[src/rtl/keypad_scan_sequencer.sv]
`timescale 1ns/1ps
// keypad_scan_sequencer
//   Scans a 4x4 active-low keypad matrix one row at a time, debounces all
//   16 keys into a stable key map and queues press/release events in a small
//   FIFO read out through a valid/ready handshake.
//
//   State table
//   state    | meaning
//   ---------+------------------------------------------------------------
//   S_IDLE   | scanning halted, rows released (kp_row = 4'b1111)
//   S_DRIVE  | current row driven low, waiting SETTLE_CYC cycles
//   S_SAMPLE | columns captured into samp_col
//   S_EVAL   | one column per cycle is debounced (col = 0..3)
//
// Ports
//   clk        system clock
//   rst        asynchronous active-low reset
//   enable     1 = scanning runs, 0 = scanning halted
//   kp_col     column inputs, 0 = key closed on the driven row
//   kp_row     row drive, one bit low while scanning
//   key_state  debounced key map, bit k = key code k held
//   ev_valid   event FIFO non-empty
//   ev_data    {press, key code} at FIFO head
//   ev_ready   consumer accepts head when ev_valid & ev_ready
//   frame_tick one-cycle pulse after row 3 evaluation completes
//   overflow   sticky, an event was dropped on a full FIFO
module keypad_scan_sequencer #(
  parameter int SETTLE_CYC     = 2,
  parameter int DEBOUNCE_SCANS = 3,
  parameter int FIFO_DEPTH     = 4
) (
  input  logic        clk,
  input  logic        rst,
  input  logic        enable,
  input  logic [3:0]  kp_col,
  output logic [3:0]  kp_row,
  output logic [15:0] key_state,
  output logic        ev_valid,
  output logic [4:0]  ev_data,
  input  logic        ev_ready,
  output logic        frame_tick,
  output logic        overflow
);

  localparam int SW = (SETTLE_CYC > 1) ? $clog2(SETTLE_CYC) : 1;
  localparam int AW = $clog2(FIFO_DEPTH);

  typedef enum logic [1:0] {S_IDLE, S_DRIVE, S_SAMPLE, S_EVAL} state_t;

  state_t        state;
  logic [1:0]    row;
  logic [1:0]    col;
  logic [SW-1:0] settle;
  logic [3:0]    samp_col;
  logic [2:0]    deb_cnt [16];

  // Physical position to key code; col index i corresponds to kp_col[i].
  function automatic logic [3:0] key_code(input logic [1:0] r, input logic [1:0] c);
    case ({r, c})
      4'h0: key_code = 4'd7;   4'h1: key_code = 4'd4;
      4'h2: key_code = 4'd1;   4'h3: key_code = 4'd0;
      4'h4: key_code = 4'd8;   4'h5: key_code = 4'd5;
      4'h6: key_code = 4'd2;   4'h7: key_code = 4'd10;
      4'h8: key_code = 4'd9;   4'h9: key_code = 4'd6;
      4'hA: key_code = 4'd3;   4'hB: key_code = 4'd11;
      4'hC: key_code = 4'd12;  4'hD: key_code = 4'd13;
      4'hE: key_code = 4'd14;  default: key_code = 4'd15;
    endcase
  endfunction

  logic [3:0] cur_key;
  logic       raw;
  logic       differ;
  logic [2:0] cnt_inc;
  logic       push;
  logic [1:0] next_row;

  assign cur_key  = key_code(row, col);
  assign raw      = ~samp_col[col];
  assign differ   = (raw != key_state[cur_key]);
  assign cnt_inc  = deb_cnt[cur_key] + 3'd1;
  assign next_row = row + 2'd1;
  // Only one key is evaluated per cycle, so at most one push per cycle.
  assign push     = enable && (state == S_EVAL) && differ &&
                    (cnt_inc == 3'(DEBOUNCE_SCANS));

  always_ff @(posedge clk or negedge rst) begin
    if (!rst) begin
      state      <= S_IDLE;
      row        <= 2'd0;
      col        <= 2'd0;
      settle     <= '0;
      samp_col   <= 4'hF;
      kp_row     <= 4'hF;
      key_state  <= '0;
      frame_tick <= 1'b0;
      for (int i = 0; i < 16; i++) deb_cnt[i] <= 3'd0;
    end else if (!enable) begin
      // Abandon any partial frame; key map is kept, history is not.
      state      <= S_IDLE;
      kp_row     <= 4'hF;
      frame_tick <= 1'b0;
      for (int i = 0; i < 16; i++) deb_cnt[i] <= 3'd0;
    end else begin
      frame_tick <= 1'b0;
      case (state)
        S_IDLE: begin
          state  <= S_DRIVE;
          row    <= 2'd0;
          kp_row <= 4'b1110;
          settle <= SW'(SETTLE_CYC - 1);
        end
        S_DRIVE: begin
          if (settle == '0) state <= S_SAMPLE;
          else              settle <= settle - 1'b1;
        end
        S_SAMPLE: begin
          samp_col <= kp_col;
          col      <= 2'd0;
          state    <= S_EVAL;
        end
        S_EVAL: begin
          if (!differ) begin
            deb_cnt[cur_key] <= 3'd0;
          end else if (cnt_inc == 3'(DEBOUNCE_SCANS)) begin
            key_state[cur_key] <= raw;
            deb_cnt[cur_key]   <= 3'd0;
          end else begin
            deb_cnt[cur_key] <= cnt_inc;
          end
          if (col == 2'd3) begin
            row        <= next_row;
            kp_row     <= ~(4'b0001 << next_row);
            settle     <= SW'(SETTLE_CYC - 1);
            state      <= S_DRIVE;
            frame_tick <= (row == 2'd3);
          end else begin
            col <= col + 2'd1;
          end
        end
        default: state <= S_IDLE;
      endcase
    end
  end

  // Event FIFO
  logic [4:0]    mem [FIFO_DEPTH];
  logic [AW-1:0] wr_ptr;
  logic [AW-1:0] rd_ptr;
  logic [AW:0]   count;
  logic          full;
  logic          pop;
  logic          accept;

  assign full     = (count == (AW+1)'(FIFO_DEPTH));
  assign ev_valid = (count != '0);
  assign pop      = ev_valid && ev_ready;
  // A pop in the same cycle frees the slot, so a full FIFO still accepts.
  assign accept   = push && (!full || pop);
  assign ev_data  = ev_valid ? mem[rd_ptr] : 5'd0;

  always_ff @(posedge clk) begin
    if (accept) mem[wr_ptr] <= {raw, cur_key};
  end

  always_ff @(posedge clk or negedge rst) begin
    if (!rst) begin
      wr_ptr   <= '0;
      rd_ptr   <= '0;
      count    <= '0;
      overflow <= 1'b0;
    end else begin
      if (accept) wr_ptr <= wr_ptr + 1'b1;
      if (pop)    rd_ptr <= rd_ptr + 1'b1;
      case ({accept, pop})
        2'b10:   count <= count + 1'b1;
        2'b01:   count <= count - 1'b1;
        default: count <= count;
      endcase
      if (push && !accept) overflow <= 1'b1;
    end
  end

endmodule

[config.mk]
export PLATFORM = sky130hd
export DESIGN_NAME = keypad_scan_sequencer
export DESIGN_NICKNAME = d
export VERILOG_FILES = /design/src/rtl/keypad_scan_sequencer.sv
export SDC_FILE = /design/constraint.sdc
export NUM_CORES = 1
export LEC_CHECK = 0
export BUFFER_PORTS_ARGS = -buffer_cell sky130_fd_sc_hd__buf_2
export CORE_MARGIN = 5
export CORE_UTILIZATION = 31
export DETAILED_ROUTE_END_ITERATION = 12
export PLACE_DENSITY = 0.51
export SLEW_MARGIN = 20
export SYNTH_ARGS = -nofsm -noshare
export SYNTH_HDL_FRONTEND = slang
export SYNTH_SLANG_ARGS = --single-unit
[constraint.sdc]
create_clock -name clk -period 5.2 [get_ports clk]
set_input_delay 0.26 -clock clk [delete_from_list [all_inputs] [get_ports clk]]
set_output_delay 0.26 -clock clk [all_outputs]
set_load 0.01 [all_outputs]
Yosys cells after proc, flatten, opt, wreduce, memory -nomap -nowiden:

Memories as Yosys holds them, arrays and structs flattened.
Cells that the tools add are included.

* reductions and logical operators: 24
* $lt $le $gt $ge: 5
* multiplexer cells: 38
* bitwise gates (word level): 5
* add/subtract/negate cells: 8
* equality and inequality tests: 16
* shift operators: 1

Operators by type and width (count)
* $mux W48: 4
* $and A48 B48 Y48: 1
* $bwmux W48: 1
* $not A48 Y48: 1
* $bwmux W16: 1
* $bmux W3 S4: 1
* $demux W3 S4: 1
* $eq A2 B2 Y1 const B: 5
* $mux W1: 10
* $mux W2: 5
* $mux W3: 3
* $reduce_and A3 Y1: 3
* $add A2 B1 Y2 const B: 4
* $logic_and A1 B1 Y1: 8
* $mux W4: 2
* $pmux W2 S2: 2
* $pmux W2 S4: 1
* $pmux W4 S2: 1
* $add A3 B1 Y3 const B: 2
* $pmux W3 S2: 1
* $reduce_and A2 Y1: 3
* $reduce_bool A2 Y1: 3
* $reduce_bool A3 Y1: 2
* $ge A5 B5 Y1 const B: 1
* other kinds (28): 31

* bits in read-only memories: 64
* register bits: 88
* input port bits: 8
* bits in writable memories: 20
* output and inout bits: 28
* memories: 2

Memory list
* (no name shown): words 16, bits a word 4, rd ports 1, clocked after memory_dff 0, write ports 0, RTL line 59 `case ({r, c})`
* mem: words 4, bits a word 5, rd ports 1, clocked after memory_dff 0, write ports 1, RTL line 147 `logic [4:0] mem [FIFO_DEPTH];`

Depth between registers and ports, before layout:

An unclocked memory read counts as a cell.

* word-level depth: 12
* gate-level depth with buffers: 22
* depth with buffers taken out: 20

Least setup slack after synthesis:

No wires, ideal clock.

* path type: register -> register
* start: register col[1]
* end: register count[1]
* buffers on the path: 3
* setup slack: 0.321 ns
* data arrival time: 4.756 ns
* stages on the path, launching flop included: 22
* clock period less this slack: 4.879 ns
* path through: dfrtp_1 -> inv_1 -> ha_1 -> mux2_4 -> mux2i_4 -> buf_2 -> mux4_2 -> mux2i_1 -> mux2i_1 -> clkbuf_1 -> inv_1 -> ha_1 -> nand2_1 -> and4bb_1 -> nor4_2 -> a211oi_4 -> clkbuf_1 -> nor2_1 -> fa_1 -> or2_2 -> mux2i_1 -> nor4_1

* cells in the longest elaborated chain, start to end: 11
* elaborated cells between the ends (all ways): 20
* those cells by class: add/sub (1); eq/ne (4); mux (8); bitwise (2); reduce/logical (4); memory (1)

Ends and longest elaborated chain
* from (decl): RTL line 52 `logic [1:0] col;`
* from (signal assigned): RTL line 138 `col <= col + 2'd1;`
* $mem_v2 Z16 W4 (*)
* net cur_key[0]: RTL line 71 `logic [3:0] cur_key;`
* $not A4 Y5 (implied by the code): RTL line 81 `assign cnt_inc = deb_cnt[cur_key] + 3'd1;`
* $bmux W3 S4: RTL line 81
* $mux W3 (implied by the code) (2 in series): RTL line 81
* $add A3 B1 Y3: RTL line 81
* $eq A3 B2 Y1: RTL line 85 `(cnt_inc == 3'(DEBOUNCE_SCANS));`
* $logic_and A1 B1 Y1 (*): RTL line 84 `assign push = enable && (state == S_EVAL) && differ &&`
* $logic_and A1 B1 Y1 (*): RTL line 159 `assign accept = push && (!full || pop);`
* $eq A2 B1 Y1 or $eq A2 B2 Y1 (tied branches): RTL line 175 `case ({accept, pop})`
* $pmux W3 S2 or $reduce_bool A2 Y1 (tied branches)
* to (signal assigned): RTL line 176 `2'b10: count <= count + 1'b1;`
* to (signal assigned): RTL line 177 `2'b01: count <= count - 1'b1;`
* to (signal assigned): RTL line 178 `default: count <= count;`
* to (decl): RTL line 150 `logic [AW:0] count;`

The timed path passes the listed nets; every way through them passes the cells marked *. The select of a mux whose other input is x is not followed.
A chain may end at the register's enable or synchronous reset.

Worst setup path after layout:

* start: register col[1]
* end: register count[1]

* cells in the longest elaborated chain, start to end: 11
* elaborated cells between the ends (all ways): 20
* those cells by class: add/sub (1); eq/ne (4); mux (8); bitwise (2); reduce/logical (4); memory (1)

Ends and longest elaborated chain (RTL line)
* $mem_v2 Z16 W4
* $not A4 Y5 (implied by the code): 81
* $bmux W3 S4: 81
* $mux W3 (implied by the code) (2 in series): 81
* $add A3 B1 Y3: 81
* $eq A3 B2 Y1: 85
* $logic_and A1 B1 Y1 (*): 84
* $logic_and A1 B1 Y1 (*): 159
* $eq A2 B1 Y1 or $eq A2 B2 Y1 (tied branches): 175
* $pmux W3 S2 or $reduce_bool A2 Y1 (tied branches)

Every way passes the cells marked *; elsewhere a longest branch is shown, timed or not. The select of a mux whose other input is x is not followed.

==> flow_summary.json <==
{
  "critPathMaxStageDelay_ns": 0.47,
  "dieArea_um2": 22300,
  "fin_tns_setup_ns": 0,
  "crit_required_ns": 5.43,
  "fin_skew_ns": 0.01007,
  "port_buffers": 35,
  "grt_max_degree": 64,
  "fin_hold_ws_ns": 0.1455,
  "syn_avg_cell_area_um2": 11.07,
  "wl_per_cell_um": 16.50,
  "worstMarginPinSlew_ns": 0.8014,
  "fillers": 1986,
  "drc": 0,
  "netlist_area_um2": 6020,
  "syn-num-nets": 573,
  "post-route-min-period_ns": 4.810,
  "maxSlewViolCount": 0,
  "dp_cells": 823,
  "gp_congestion": 0.8220,
  "io_pins": 36,
  "setup_viol": 0,
  "relSlewSlack": 0.4622,
  "die_w_um": 149.3,
  "dp_hpwl_um": 9649,
  "end_kind": "flip-flop",
  "cts_root_buf": "clkbuf_16",
  "nets": 602,
  "power_uw": 2807,
  "overflow": 0,
  "crit_path_top_delay_cell": "dfrtp_1",
  "seq_area_frac_synth": 0.4673,
  "crit_chain": "inv_1 -> ha_1 -> a21oi_1 -> o21a_1 -> clkinvlp_4 -> buf_4 -> mux4_2 -> mux2i_1 -> a21oi_1 -> ha_1 -> nand2_1 -> and4bb_1 -> nor4_2 -> a211oi_4 -> nor2_1 -> fa_1 -> or2_2 -> mux2i_1 -> nor4_1",
  "p_per_area_nw_per_um2": 415.6,
  "cts_made_buffers": 9,
  "final_cell_area_um2": 6754,
  "placed_area_um2": 6456,
  "clkLatencyLatePin_ns": 0.35,
  "area_growth_pct": 12.20,
  "hold_viol": 0,
  "crit_type": "flip-flop to flip-flop",
  "die_h_um": 149.3,
  "syn_inst": 544,
  "leakage_uw": 0.003003,
  "drv_cap": 0,
  "grt_pass1_vias": 4365,
  "fin_cells": 843,
  "clkSinkCount": 108,
  "clk_pin_slew_ns": 0.07,
  "first_iter_violations": 275,
  "grt_first_pass_wirelength_um": 23180,
  "crit_path_start_kind": "flip-flop",
  "synth-edff-count": 20,
  "htreeDepth": 3,
  "async_flop_share": 0.8148,
  "ys_warn_count": 0,
  "via_count": 4186,
  "clk_path_buf_depth": 2,
  "fin_crit_sh": 0.9250,
  "wl_um": 13910,
  "layout-drive-gt1-share": 0.2024,
  "start_util": 0.3124,
  "synthFlopType": "dfrtp_1",
  "cts_tree": "built",
  "core_area_um2": 19270,
  "vdd_drop_max_mv": 0.2854,
  "viasPerCell": 4.966,
  "antenna_found_initial": 0,
  "ant_nets": 0,
  "rows": 51,
  "grt_use_total": 0.1307,
  "worstHoldPathType": "primary input to flip-flop",
  "fmax_ghz": 0.2079,
  "antenna_cells": 0,
  "status": "completed",
  "rsz0062_at_grt": "false",
  "synth-seq-cells": 108,
  "worstPathArrival_ns": 5.04,
  "crit_path_max_fanout": 14,
  "synth.distinct_cells": 65,
  "dr.pass1.iters": 4
}
==> flip-flops by register name, indices dropped and copies added, names as in the netlist, 2 cells and up <==
register	flops
key_state	16
state	2
kp_row	4
samp_col	4
count	3
mem	20
col	2
row	2
deb_cnt	48
wr_ptr	2
rd_ptr	2
==> cell usage after synthesis, drive strengths merged (6+ instances only) <==
library cell  instances  share of area
buf                  15          0.016
o21ai                18          0.016
and3                  6         0.0062
a22oi                10          0.014
mux4                 13          0.049
nor2b                18          0.019
dfstp                 8          0.035
and2                 45          0.047
nor2                 14         0.0091
a21oi                10          0.010
dfrtp                80           0.33
o31ai                33          0.041
clkbuf               19          0.012
nand2                67          0.042
edfxtp               20           0.10
inv                  14         0.0087
mux2i                40          0.069
mux2                 22          0.042
ha                   20          0.042
nand3                27          0.022
==> what timing repair did <==
action | CTS | global route
hold buffers | 1 | 0
endpoints found under the setup margin | 0 | 5
endpoints found under the hold margin | 28 | 0
buffers inserted | 0 | 3
resized for setup | 0 | 1
==> metal layers <==
layer  vias up  wire, um  track usage
met5         -         0            0
met4         0       284      0.03936
met3        16       612      0.02674
met2        94      6744       0.2179
met1      2081      6268       0.1719
li1       1995         -            -
==> through the flow <==
step	utilization	setup WS [ns]
2_1_floorplan	-	0.3207
3_3_place_gp	0.3350	0.4207
3_5_place_dp	0.3350	0.2620
4_1_cts	0.3491	0.2408
5_1_grt	0.3505	0.0002833
6_report	0.3505	0.3900
==> layout by cell type, fill, tap and decap left out, types with 9 or more instances in the layout <==
cell type and count:
and2_1 42, nand3_1 27, a21oi_1 9, buf_2 34, mux2i_1 39, edfxtp_1 20, nor2_1 13, inv_1 12
mux2_1 13, nor2b_1 18, o21ai_0 15, ha_1 20, o31ai_1 33, clkbuf_16 9, nand2_1 67, buf_4 17
dfrtp_1 80, mux4_2 13
==> worst max-delay path: cells and delay by family (launching register included) <==
family	cells	cell delay, ns
mux	3	0.59
buf+inv	3	0.81
fa+ha+maj	3	0.92
flops	1	0.47
compound gates	4	0.66
simple gates	6	1.26
==> power by group <==
group | switching [uW] | internal (uW)
registers | 76.4 | 956
clock network | 306 | 322
logic | 729 | 416
==> area by class of cell <==
cell class / count / area, um^2 / share of cell area
multi-input cells: 387 / 2980 / 0.4413
flip-flops and latches: 108 / 2813 / 0.4165
well taps: 265 / 331.6 / 0.04909
repair buffers: 52 / 307.8 / 0.04557
clock buffers: 11 / 232.7 / 0.03446
inverters: 15 / 60.06 / 0.008892
clock inverters: 5 / 28.78 / 0.004261
==> cell families after synthesis <==
family          count (synthesis)  share of synthesized area
compound gates                 91                     0.1154
xor+xnor                        4                   0.005819
fa+ha+maj                      21                    0.04490
buf+inv                        49                    0.03762
flops                         108                     0.4673
mux                            75                     0.1590
simple gates                  196                     0.1700
==> worst paths after layout <==
check	to	slack (ns)	from	depth (start not counted)
min	samp_col[0]	0.15	kp_col[0]	2
min reg2reg	overflow	0.48	overflow	1
max	count[1]	0.39	col[1]	19
min in group asynchronous	rd_ptr[1]	0.42	rst	2
max in group asynchronous	key_state[2]	3.62	rst	3
max reg2reg	count[1]	0.39	col[1]	19
Power figures use the tool's default switching activity.
